### src/rtl/kronos_mem_arbiter.sv
// Arbiter sharing one memory port between instruction fetch and LSU data, with a bus-timeout watchdog.
// Optional: define KRONOS_ARB_ROUND_ROBIN_EN to break IDLE ties against the last owner instead of favouring data.
module kronos_mem_arbiter #(
  parameter int TIMEOUT = 256,
  parameter int TCW     = 9
) (
  input  logic        clk,
  input  logic        rstz,
  input  logic [31:0] instr_addr,
  input  logic        instr_req,
  output logic        instr_ack,
  output logic [31:0] instr_data,
  input  logic [31:0] data_addr,
  input  logic [31:0] data_wr_data,
  input  logic [3:0]  data_wr_mask,
  input  logic        data_wr_en,
  input  logic        data_req,
  output logic        data_ack,
  output logic [31:0] data_rd_data,
  output logic [31:0] mem_addr,
  output logic [31:0] mem_wr_data,
  output logic [3:0]  mem_wr_mask,
  output logic        mem_wr_en,
  output logic        mem_req,
  input  logic        mem_ack,
  input  logic [31:0] mem_rd_data,
  output logic        bus_error
);

  typedef enum logic [1:0] {IDLE = 2'd0, GNT_I = 2'd1, GNT_D = 2'd2} state_t;
  typedef enum logic {OWN_INSTR = 1'b0, OWN_DATA = 1'b1} owner_t;

  localparam bit             TMO_EN   = (TIMEOUT != 0);
  localparam logic [TCW-1:0] TMO_LAST = TCW'(TIMEOUT - 1);

  state_t         state_q, state_d;
  owner_t         last_q;
  logic [TCW-1:0] tmo_cnt_q;
  logic           load_i, load_d, done, tmo_hit, tie_to_data;

  // A genuine mem_ack in the last allowed cycle wins over the watchdog.
  assign tmo_hit = TMO_EN && (state_q != IDLE) && !mem_ack && (tmo_cnt_q == TMO_LAST);
  assign mem_req = (state_q != IDLE);

`ifdef KRONOS_ARB_ROUND_ROBIN_EN
  assign tie_to_data = (last_q == OWN_INSTR);
`else
  assign tie_to_data = 1'b1;
`endif

  always_comb begin
    // NOTE: every output of this block gets a default first so no path leaves one unassigned (no latch).
    state_d      = state_q;
    load_i       = 1'b0;
    load_d       = 1'b0;
    done         = 1'b0;
    instr_ack    = 1'b0;
    data_ack     = 1'b0;
    instr_data   = '0;
    data_rd_data = '0;
    bus_error    = tmo_hit;
    unique case (state_q)
      IDLE: begin
        if (data_req && (!instr_req || tie_to_data)) load_d = 1'b1;
        else if (instr_req)                          load_i = 1'b1;
      end
      GNT_I: begin
        done      = mem_ack || tmo_hit;
        instr_ack = done;
        if (mem_ack) instr_data = mem_rd_data;
        // Owner's own req is ignored on completion; hand over directly if the other side waits.
        if (done) begin
          if (data_req) load_d  = 1'b1;
          else          state_d = IDLE;
        end
      end
      GNT_D: begin
        done     = mem_ack || tmo_hit;
        data_ack = done;
        if (mem_ack) data_rd_data = mem_rd_data;
        if (done) begin
          if (instr_req) load_i  = 1'b1;
          else           state_d = IDLE;
        end
      end
      default: state_d = IDLE;
    endcase
    if (load_i) state_d = GNT_I;
    if (load_d) state_d = GNT_D;
  end

  // NOTE: every register here, payload included, has an async reset value; no storage array is involved.
  always_ff @(posedge clk or negedge rstz) begin
    if (!rstz) begin
      state_q     <= IDLE;
      last_q      <= OWN_INSTR;
      tmo_cnt_q   <= '0;
      mem_addr    <= '0;
      mem_wr_data <= '0;
      mem_wr_mask <= '0;
      mem_wr_en   <= 1'b0;
    end else begin
      // NOTE: non-blocking assignments so every register samples pre-edge values.
      state_q <= state_d;
      if (done) last_q <= (state_q == GNT_D) ? OWN_DATA : OWN_INSTR;

      if (load_i) begin
        mem_addr    <= instr_addr;
        mem_wr_data <= '0;
        mem_wr_mask <= '0;
        mem_wr_en   <= 1'b0;
      end else if (load_d) begin
        mem_addr    <= data_addr;
        mem_wr_data <= data_wr_data;
        mem_wr_mask <= data_wr_mask;
        mem_wr_en   <= data_wr_en;
      end else if (state_d == IDLE) begin
        mem_addr    <= '0;
        mem_wr_data <= '0;
        mem_wr_mask <= '0;
        mem_wr_en   <= 1'b0;
      end

      if (load_i || load_d || state_d == IDLE) tmo_cnt_q <= '0;
      else if (!mem_ack)                       tmo_cnt_q <= tmo_cnt_q + 1'b1;
    end
  end

endmodule

### config.mk
export PLATFORM = sky130hd
export DESIGN_NAME = kronos_mem_arbiter
export DESIGN_NICKNAME = d
export VERILOG_FILES = /design/src/rtl/kronos_mem_arbiter.sv
export SDC_FILE = /design/constraint.sdc
export NUM_CORES = 1
export LEC_CHECK = 0
export CORE_ASPECT_RATIO = 1.1
export CORE_MARGIN = 4
export CORE_UTILIZATION = 36
export DETAILED_ROUTE_END_ITERATION = 7
export PLACE_DENSITY = 0.87
export RECOVER_POWER = 25
export SLEW_MARGIN = 20
export SYNTH_ARGS = -nofsm -noshare
export SYNTH_HDL_FRONTEND = slang
export SYNTH_SLANG_ARGS = --single-unit
export TNS_END_PERCENT = 30
### constraint.sdc
create_clock -name clk -period 3 [get_ports clk]
set_clock_uncertainty 0.1 [all_clocks]
set_input_delay 0.6 -clock clk [delete_from_list [all_inputs] [get_ports clk]]
set_output_delay 0.6 -clock clk [all_outputs]
set_load 0.1 [all_outputs]
**After elaboration in Yosys (flattened, before gate mapping)**

Index checks and enable logic that the tools add are counted.

- Add/subtract/negate cells: 1
- Eq/ne operators: 4
- Multiplexer cells: 32
- Reduce and logical (&&, ||, !) cells: 10

Operator list:

| cell | number |
|---|---|
| 32-bit 2-to-1 mux | 8 |
| 9-bit 2-to-1 mux | 2 |
| 2-bit 2-to-1 mux | 6 |
| 4-bit 2-to-1 mux | 3 |
| 1-bit 2-to-1 mux | 10 |
| 9-bit by 1-bit adder with 9-bit output, second input constant | 1 |
| 9-bit by 8-bit == test with 1-bit output, second input constant | 1 |
| 2-bit one-hot mux with 3 select lines | 1 |
| 2-bit logical NOT | 2 |
| 1-bit one-hot mux with 2 select lines | 2 |
| 1-bit logical OR | 3 |
| 3-bit nonzero test | 1 |
| 2-bit by 1-bit == test with 1-bit output, second input constant | 1 |
| 2-bit == test, second input constant | 1 |
| 1-bit logical AND | 2 |
| 2-bit by 1-bit inequality test with 1-bit output, second input constant | 1 |
| 2-bit nonzero test | 1 |
| 1-bit logical NOT | 1 |

- Register bits: 80
- Input port bits: 138
- Output and inout bits: 137
- Logic and storage cells: 53

**Longest topological paths before layout**

- Depth in word-level cells: 12
- Mapped depth: 10
- Depth with buffers taken out: 7

**Least setup slack after synthesis**

No wires, ideal clock.

- Path kind: register -> output
- From: register tmo_cnt_q[0]
- To: output instr_ack
- Arrival time: 2638 ps
- Data required time: 2300 ps
- Setup slack: -338 ps
- Cell stages (with the launch flop): 9
- Path buffers: 2
- Cell sequence: dfrtp_1 > ha_1 > nand4_1 > nor2_1 > ha_1 > buf_4 > nor2_2 > clkbuf_1 > nor2_1

- Longest elaborated chain between the ends: 4

RTL lines:

| element | line | text |
|---|---|---|
| start: declaration | 38 | `logic [TCW-1:0] tmo_cnt_q;` |
| start signal: assignment | 125 | `else if (!mem_ack) tmo_cnt_q <= tmo_cnt_q + 1'b1;` |
| 9-bit by 8-bit == test with 1-bit output | 42 | `assign tmo_hit = TMO_EN && (state_q != IDLE) && !mem_ack && (tmo_cnt_q == TMO_LAST);` |
| 1-bit logical AND | 42 |  |
| 1-bit logical OR | 68 | `done = mem_ack \|\| tmo_hit;` |
| 1-bit 2-to-1 mux | 62 | `unique case (state_q)` |
| end: declaration | 11 | `output logic instr_ack,` |

Every way passes these cells.

**Final worst setup path**

- From: register tmo_cnt_q[0]
- To: output bus_error

- Longest elaborated chain between the ends: 2

RTL lines:

| element | line | text |
|---|---|---|
| 9-bit by 8-bit == test with 1-bit output | 42 |  |
| 1-bit logical AND | 42 |  |
| end: declaration | 27 | `output logic bus_error` |

Every way passes these cells.

==> results.md <==
* Status: finished, violations left
* Failing checks: max-capacitance violations, max-slew violations
* Startpoint types: flip-flop
* Slew @ Worst Pin at 1696 ps
* Die W at 109.7 um
* Setup CP Type: flip-flop to output port
* Commonest cells after routing, fill and taps aside: 136 x clkdlybuf4s50_1, 83 x buf_4, 79 x dfrtp_1
* Row count at 40
* Lkg Pwr at 3.350 nW
* Final Setup Violations at 0
* DRT iter0 DRCs at 357
* Slew headroom at -0.1310
* Io pins at 275
* Sequential power share at 0.206
* CP Capture Type: output port
* Sequential area share after synthesis at 0.4888
* # resized after CTS at 0
* Final hold slack at 402.3 ps
* Routed wire length per instance at 19.46 um
* Longest Clk Path Bufs at 2
* Warnings, synthesis at 0
* Switching share of power at 0.5602
* Comb pwr share at 0.643
* Routed Antenna Nets at 0
* CTS tree: done
* Detail Placement HPWL at 11,990 um
* Initial antenna violation count at 0
* DRC violations left at 0
* N_diodes at 0
* Crit-path max FO at 8
* Post-Layout Inst Area at 7731 sq um
* Vias/cell at 5.420
* Via count at 4,417
* Net Sw Power at 4.337 mW
* Commonest non-fill, non-tap cell in the layout: clkdlybuf4s50_1
* Total grt overflow at 0
* Period minus WS final at 2809 ps
* Number of port buffers at 274
* Drt total wl at 15,860 um
* Drt pass-1 iters at 5
* # nets final at 803
* Cells after synthesis at 413
* Worst-Skew Late Latency at 330 ps
* Vias in the first global route at 4,461
* Initial Util at 0.3719
* Pin count of the biggest net entering global routing at 81
* PwrDens at 1001 nW/um^2
* Yosys reg bits at 80
* H-tree levels at 3
* Syn avg cell area at 9.916 sq um
* Clk sinks at 80
* CP arrival at 2110 ps
* Internal power at 3.404 mW
* Die H at 119.9 um
* Fin. max-slew vios at 34
* Hold-fix buffers, CTS at 0
* Number of fill cells at 793
* RD Place Congestion at 0.8682
* GRT Util Overall at 0.2356
* Global-route wire length before repair at 24,140 um
* Number of buffers created by CTS at 9
* Max_cap viols at 1
* FMAX at 0.3560 GHz
* Req. time, crit path at 2300 ps
* Die ar. at 13,150 sq um
* Layout cell share with drive strength beyond 1 at 0.2725
* Post-CTS setup-driven buffer insertion count at 0
* Post-synthesis net count at 553
* Root Driver: clkbuf_16
* Clk pwr share at 0.151
* Crit share post-route at 0.9364
* DP Area at 7395 sq um
* Core ar. at 11,010 sq um
* Max IR drop VDD at 0.0007121 V
* Cell variety after synth at 37
* Reg clk slew, reported paths at 60 ps
* Worst hold path class: flip-flop to flip-flop
* Netlist Area Pre-Place at 4095 sq um
* Final Hold Fails at 0
* Layout area overhead at 88.79%
* RSZ-0062 raised after global routing: false
Yosys cell counts:
cell,n,share of area
dfrtp_1,80,0.49
nor2_1,69,0.063
a22o_1,37,0.079
nand2_1,36,0.033
nand4_1,33,0.050
a2bb2oi_1,32,0.068
a32oi_1,32,0.068
clkbuf_1,23,0.021
buf_2,17,0.021
a21oi_1,6,0.0073
buf_6,5,0.014
buf_4,4,0.0073
nand2b_1,4,0.0061
nor2b_1,3,0.0046
o21ai_0,3,0.0037
or3_1,3,0.0046
buf_1,2,0.0018
ha_1,2,0.0061
inv_1,2,0.0018
nor4_1,2,0.0031
or3b_1,2,0.0043
and3b_1,1,0.0021
nand3_1,1,0.0012
nand4b_4,1,0.0058
nor2_2,1,0.0015
nor2_4,1,0.0027
nor3_4,1,0.0040
nor3b_2,1,0.0031
nor4b_1,1,0.0021
o2bb2ai_1,1,0.0021
o31ai_1,1,0.0018
or2_2,1,0.0015
or4_1,1,0.0018
xnor2_1,1,0.0021
xnor2_2,1,0.0040
xor2_1,1,0.0021
xor2_2,1,0.0040
registers in the layout, summed over array words and instances (netlist names):
| name | count |
|---|---|
| tmo_cnt_q | 9 |
| mem_wr_data | 32 |
| mem_wr_en | 1 |
| state_q | 2 |
| mem_addr | 32 |
| mem_wr_mask | 4 |
stage by stage:
stage,util,std cells,setup WS [ps],power [mW],setup TNS (ps)
2_1_floorplan,-,413,-231.9,5.230,-13630
3_3_place_gp,0.6716,798,302.0,6.493,0
3_5_place_dp,0.6716,798,241.0,6.584,0
4_1_cts,0.7008,814,57.51,7.769,0
5_1_grt,0.7022,815,49.97,8.001,0
6_report,0.7022,815,190.9,7.741,0
layer usage:
layer | global-route usage | routed length (um)
met5 | 0 | 0
met4 | 0.08730 | 401
met3 | 0.04034 | 1291
met2 | 0.4031 | 8166
met1 | 0.2947 | 6000
power groups by stage:
stage / logic (mW) / clock network, mW / registers, mW
after floorplan: 1.56 / 0 / 3.67
after global placement: 4.91 / 0 / 1.59
after detailed placement: 4.99 / 0 / 1.60
after CTS: 4.98 / 1.19 / 1.60
after global routing: 5.12 / 1.25 / 1.63
final: 4.98 / 1.17 / 1.60
kinds of logic after synthesis:
group | share of synthesized area
buffers and inverters | 0.06661
adders and majority gates | 0.006110
DFF | 0.4888
and+or+nand+nor | 0.1952
AOI/OAI and AO/OA | 0.2310
xor gates and xnor gates | 0.01222
final cells by class:
cell class	instances	area [sq um]	area share
multi-input cells	280	1838	0.2377
clock inverters	6	92.59	0.01198
flip-flops and latches	80	2003	0.2591
repair buffers	290	3377	0.4368
well taps	147	183.9	0.02379
clock buffers	10	229.0	0.02962
inverters	2	7.507	0.0009710
final timing paths:
check / start / to / slack [ps] / cells past startpoint
worst min register to register: mem_wr_data[12] / mem_wr_data[12] / 400 / 1
max in group asynchronous: rstz / mem_wr_data[17] / 660 / 2
worst max register to register: tmo_cnt_q[0] / mem_wr_data[28] / 440 / 8
worst min-delay path: mem_wr_data[12] / mem_wr_data[12] / 400 / 1
worst max-delay path: tmo_cnt_q[0] / bus_error / 190 / 7
min in group asynchronous: rstz / mem_addr[16] / 610 / 1
worst max-delay path: stages (launching register included):
cell     delay, ps
dfrtp_2        400
ha_2           210
nand4_1        150
nor2_1         160
ha_1           240
buf_4          200
and3b_1        240
buf_12         190
Note: power is estimated with default switching activity, not from simulation.
